File: src/rtl/tron_pkg.sv
// tron_pkg: shared game/referee state encodings and default match constants
package tron_pkg;
  typedef enum logic [2:0] {
    MENU          = 3'd0,
    ROUND_PAUSED  = 3'd1,
    ROUND_STARTED = 3'd2,
    BLUE_WINS     = 3'd3,
    RED_WINS      = 3'd4
  } game_state_t;
  typedef enum logic [2:0] {IDLE, ARMED, PLAY, ROUND_END, MATCH_END} referee_state_t;
  localparam int WINS_TO_MATCH_DEF = 3;
  localparam int PAUSE_FRAMES_DEF  = 120;
  localparam int SCORE_W_DEF       = 4;
endpackage

File: src/rtl/frame_timer.sv
// frame_timer: loadable frame down-counter with a one-cycle done pulse on reaching zero
module frame_timer #(
  parameter int W = 8
) (
  input  logic         clk,
  input  logic         rst,
  input  logic         load,
  input  logic [W-1:0] value,
  input  logic         tick,
  output logic         done
);
  logic [W-1:0] count;
  always_ff @(posedge clk or posedge rst)
    if (rst) begin
      count <= '0;
      done  <= 1'b0;
    end else begin
      done  <= !load && tick && count == W'(1);
      count <= load ? value : (tick && count != '0) ? count - 1'b1 : count;
    end
endmodule

File: src/rtl/round_referee.sv
// round_referee: scores rounds from collision flags, paces the post-crash pause and declares the match winner
module round_referee
  import tron_pkg::*;
#(
  parameter int WINS_TO_MATCH = WINS_TO_MATCH_DEF,
  parameter int PAUSE_FRAMES  = PAUSE_FRAMES_DEF,
  parameter int SCORE_W       = SCORE_W_DEF
) (
  input  logic               Clk,
  input  logic               Reset,
  input  game_state_t        Game_State,
  input  logic               frame_tick,
  input  logic               blue_hit,
  input  logic               red_hit,
  output logic               Blue_W,
  output logic               Red_W,
  output logic               Reset_Round,
  output logic [SCORE_W-1:0] blue_score,
  output logic [SCORE_W-1:0] red_score,
  output logic               round_over
);
  localparam int TW = $clog2(PAUSE_FRAMES + 1);
  localparam logic [SCORE_W-1:0] WIN = SCORE_W'(WINS_TO_MATCH);
  referee_state_t state, next;
  logic [SCORE_W-1:0] blue_next, red_next;
  logic bw_next, rw_next, rr_next, done;
  frame_timer #(.W(TW)) timer (
    .clk  (Clk),
    .rst  (Reset),
    .load (next == ROUND_END && state != ROUND_END),
    .value(TW'(PAUSE_FRAMES)),
    .tick (frame_tick && state == ROUND_END),
    .done (done)
  );
  always_comb begin
    next      = state;
    blue_next = blue_score;
    red_next  = red_score;
    bw_next   = Blue_W;
    rw_next   = Red_W;
    rr_next   = 1'b0;
    case (state)
      IDLE: begin
        blue_next = '0;
        red_next  = '0;
        next      = Game_State == ROUND_STARTED ? PLAY : IDLE;
      end
      ARMED: next = Game_State == ROUND_STARTED ? PLAY : ARMED;
      PLAY:
        if (Game_State != ROUND_STARTED) next = ARMED;
        else if (frame_tick && (blue_hit || red_hit)) begin
          // a hit on one bike scores for the other; a double hit is a draw
          red_next  = red_score + SCORE_W'(blue_hit && !red_hit && red_score != WIN);
          blue_next = blue_score + SCORE_W'(red_hit && !blue_hit && blue_score != WIN);
          bw_next   = blue_next == WIN;
          rw_next   = red_next == WIN;
          next      = (blue_next == WIN || red_next == WIN) ? MATCH_END : ROUND_END;
        end
      ROUND_END:
        if (done) begin
          next    = ARMED;
          rr_next = 1'b1;
        end
      default: ;
    endcase
    if (Game_State == MENU) begin
      next      = IDLE;
      blue_next = '0;
      red_next  = '0;
      bw_next   = 1'b0;
      rw_next   = 1'b0;
      rr_next   = 1'b0;
    end
  end
  always_ff @(posedge Clk or posedge Reset)
    if (Reset) begin
      state       <= IDLE;
      blue_score  <= '0;
      red_score   <= '0;
      Blue_W      <= 1'b0;
      Red_W       <= 1'b0;
      Reset_Round <= 1'b0;
      round_over  <= 1'b0;
    end else begin
      state       <= next;
      blue_score  <= blue_next;
      red_score   <= red_next;
      Blue_W      <= bw_next;
      Red_W       <= rw_next;
      Reset_Round <= rr_next;
      round_over  <= next == ROUND_END;
    end
endmodule

File: config.mk
export PLATFORM = sky130hd
export DESIGN_NAME = round_referee
export DESIGN_NICKNAME = d
export VERILOG_FILES = /design/src/rtl/tron_pkg.sv /design/src/rtl/frame_timer.sv /design/src/rtl/round_referee.sv
export SDC_FILE = /design/constraint.sdc
export NUM_CORES = 1
export LEC_CHECK = 0
export CORE_MARGIN = 2
export CORE_UTILIZATION = 48
export CTS_CLUSTER_SIZE = 16
export DETAILED_ROUTE_END_ITERATION = 10
export GPL_TIMING_DRIVEN = 0
export PLACE_DENSITY_LB_ADDON = 0.1
export SYNTH_ARGS = -nofsm -noshare
export SYNTH_HDL_FRONTEND = slang
export SYNTH_SLANG_ARGS = --single-unit
File: constraint.sdc
create_clock -name Clk -period 2.17 [get_ports Clk]
set_clock_uncertainty 0.05 [all_clocks]
set_input_delay 0.217 -clock Clk [delete_from_list [all_inputs] [get_ports Clk]]
set_output_delay 0.217 -clock Clk [all_outputs]
set_load 0.03 [all_outputs]
==> flow_summary_export.csv <==
group,metric,value,unit
setup_path,worst-endpoint-arrival,2.32,ns
global_routing,antenna_found_initial,0,
yosys,syn_avg_cell_area,10.1,sq um
layout,drive_gt1_share,21.9,%
drt,drtIter0Drc,30,
floorplanning,die_h,57.7,um
timing,fin_tns_setup,0,ns
yosys,synth_ff_type,"dfrtp_1",
drt,wl_per_cell,16.0,um
pwr,pwr-share-comb,34.1,%
clock_network,htreeDepth,1,
yosys,synth-edff-count,0,
yosys,async_flop_share,100,%
yosys,seq_area_frac_synth,41.5,%
layout,final_nets,185,
floorplanning,io_pins,20,
yosys,ys_types,45,
pwr,p_clk_share,16.1,%
floorplanning,num_rows,19,
min_path,hp-class,"in -> async",
timing,fin_crit,2.14,ns
setup_path,worstSetupStartpointType,"register",
timing,holdWs,0.317,ns
drt,ant_nets,0,
timing,relSlewSlack,41.3,%
clock_network,numClockSinks,23,
drt,drt-total-wl,3210,um
timing,finalHoldViolations,0,
clock_network,clock_path_buffers,2,
pwr,p_total,1.27,mW
global_routing,grt_max_degree,24,
floorplanning,core-area,2760,sq um
setup_path,critPathLaunch,"blue_score[2]",
clock_network,insertion_delay,0.31,ns
clock_network,root_buffer,"clkbuf_4",
setup_path,path_class,"reg -> reg",
timing,fin_crit_sh,98.5,%
setup_path,crit_buf_inv,0,
setup_path,crit_chain,"o311a_4 -> ha_4 -> ha_4 -> and2_1 -> o211ai_1 -> nand3_2 -> a221oi_2",
global_routing,grt_use_total,19.9,%
layout,fillCellCount,247,
pwr,seqPwrFrac,49.8,%
setup_path,worstPathMaxFanout,5,
setup_path,cpPeakStageDelay,0.43,ns
run_status,outcome,"completed",
floorplanning,die_x,57.7,um
timing,slew_viol_final,0,
pwr,p_int,0.793,mW
pwr,p_leak,0.802,nW
setup_path,cp_data_required_time,2.35,ns
timing,max_slew.worst_pin.slew,0.879,ns
setup_path,crit_top_cell,"ha_4",
pwr,sw_frac_of_total,37.4,%
place,place_hpwl,2130,um
floorplanning,initial_core_util,50.3,%
layout,n_antenna_cell,0,
layout,stdcell_count,200,
drt,drc,0,
setup_path,cpLargestDelayFamily,"compound AO/OA/AOI/OAI gates",
yosys,ys_ff_latch,23,
timing,fmax,0.468,GHz
global_routing,grt_pass1_wl,5170,um
global_routing,grt_pass1_vias,1210,
layout,syn_to_final_growth,28.7,%
yosys,yosys_warnings,0,
yosys,synthCells,137,
global_routing,grt-ovfl-total,0,
place,place_inst,187,
pwr,power_density,710,nW/um^2
place,portBuffers,19,
clock_network,cts_tree,"yes",
pwr,ir_drop,0.631,mV
pwr,switchingPower,0.474,mW
drt,vias,1230,
timing,rsz0062_at_grt,"yes",
timing,finalSetupViolations,0,
setup_path,regToRegStartpoint,"blue_score[2]",
drt,viasPerCell,6.15,
yosys,netlist_area,1390,sq um
clock_network,path_clk_slew,0.13,ns
floorplanning,die_area,3330,sq um
drt,dr.pass1.iters,4,
place,place.gp.congestion,0.762,
clock_network,numCtsBuffers,3,
yosys,synth_nets,152,
flow_run,drv_cap,0,
setup_path,end_kind,"register",
setup_path,critPathSlowestCell,"dfrtp_2",
power groups by stage:
stage | logic, mW | registers (mW) | clock network [mW]
after global placement | 0.411 | 0.631 | 0
after CTS | 0.433 | 0.626 | 0.207
after global routing | 0.489 | 0.645 | 0.222
after detailed placement | 0.428 | 0.633 | 0
final | 0.432 | 0.630 | 0.205
after floorplan | 0.310 | 0.627 | 0
state kept, by name, indices dropped and copies added, names as in the netlist:
| signal | flops |
|---|---|
| timer.count | 7 |
| timer.done | 1 |
| blue_score | 4 |
| Reset_Round | 1 |
| round_over | 1 |
| red_score | 4 |
| Red_W | 1 |
| state | 3 |
| Blue_W | 1 |
cells in the final DEF (no fill, tap or decap), types with 2 or more instances in the layout:
| cell type | n |
|---|---|
| nand2_1 | 8 |
| inv_1 | 8 |
| xnor2_1 | 2 |
| a21oi_1 | 6 |
| o21ai_0 | 7 |
| buf_4 | 11 |
| clkdlybuf4s50_1 | 19 |
| nand2b_1 | 2 |
| a22o_1 | 4 |
| o21a_1 | 2 |
| xor2_1 | 3 |
| and4_1 | 3 |
| nor2_1 | 7 |
| clkbuf_4 | 3 |
| and4b_1 | 2 |
| ha_4 | 2 |
| nor3_1 | 3 |
| dfrtp_1 | 16 |
| dfrtp_2 | 7 |
| and2_1 | 3 |
| ha_1 | 4 |
| o2111ai_1 | 2 |
| nand3_1 | 3 |
| o211a_1 | 4 |
| and3_1 | 3 |
| or3_1 | 2 |
| a31oi_1 | 3 |
| o211ai_1 | 4 |
| mux2i_1 | 2 |
synth_stat cells, drive strengths merged (2+ instances only):
master	n	area [sq um]
o21a	2	15.0
nand3	3	20.0
or3	2	12.5
and4	3	26.3
nand2	8	30.0
nand2b	2	12.5
nor3	3	15.0
nor2	7	26.3
and3	3	18.8
clkbuf	2	7.51
and2	4	25.0
mux2i	2	20.0
dfrtp	23	576
a22o	4	35.0
xor2	3	26.3
and4b	2	20.0
a31oi	4	25.0
o211ai	4	30.0
o2111ai	2	17.5
a21oi	6	30.0
o21ai	7	35.0
o211a	4	40.0
or3b	2	20.0
ha	7	87.6
xnor2	3	26.3
inv	8	30.0
nor4	2	27.5
final timing paths:
| path | cells past startpoint | slack [ns] | endpoint |
|---|---|---|---|
| max reg2reg | 7 | 0.03 | round_over |
| max in group asynchronous | 2 | 1.16 | red_score[3] |
| min in group Clk | 2 | 0.49 | Red_W |
| min reg2reg | 2 | 0.49 | Red_W |
| min | 2 | 0.32 | timer.count[2] |
| max | 7 | 0.03 | round_over |
per-stage QoR:
stage               cell area [sq um]  setup slack (ns)  utilization [%]
floorplan                        1440           0.00791                -
global placement                 1670            -0.317             60.5
detailed placement               1670            -0.345             60.5
CTS                              1750           0.00942             63.3
global route                     1780            -0.130             64.7
finish                           1780            0.0322             64.7
area by class of cell:
class                      count  area (sq um)  share of cell area (%)
tap                           31          38.8                    2.17
timing repair buffer          29           265                    14.9
clock buffer                   4          26.3                    1.47
multi-input combinational    104           832                    46.6
sequential                    23           584                    32.7
inverter                       8          30.0                    1.68
buffer                         1          7.51                   0.421
what timing repair did:
item,4_1_cts,5_1_grt
gates resized for setup,4,4
setup buffers,8,2
hold buffers,0,0
endpoints found under the setup margin,5,9
gates cloned,1,0
pin swaps,7,2
routing by layer:
metal | part of all wire (%) | GRT usage [%] | vias to the layer above
met2 | 48 | 34.6 | 32
met1 | 46 | 26.1 | 606
met3 | 4.3 | 2.23 | 7
li1 | - | - | 585
met5 | 0 | 0 | -
met4 | 1.7 | 5.98 | 0
logic make-up (layout without fill, tap and decap cells):
family | Yosys count | in the layout | synth area share (%)
buffers and inverters | 11 | 42 | 3.25
multiplexers | 2 | 2 | 1.44
XOR/XNOR | 6 | 6 | 3.79
AO/OA/AOI/OAI | 41 | 41 | 21.9
adder cells (fa/ha/maj) | 7 | 7 | 6.32
flip-flops | 23 | 23 | 41.5
AND/OR/NAND/NOR | 47 | 48 | 21.8
No activity file was read; power rests on OpenSTA's default activity.
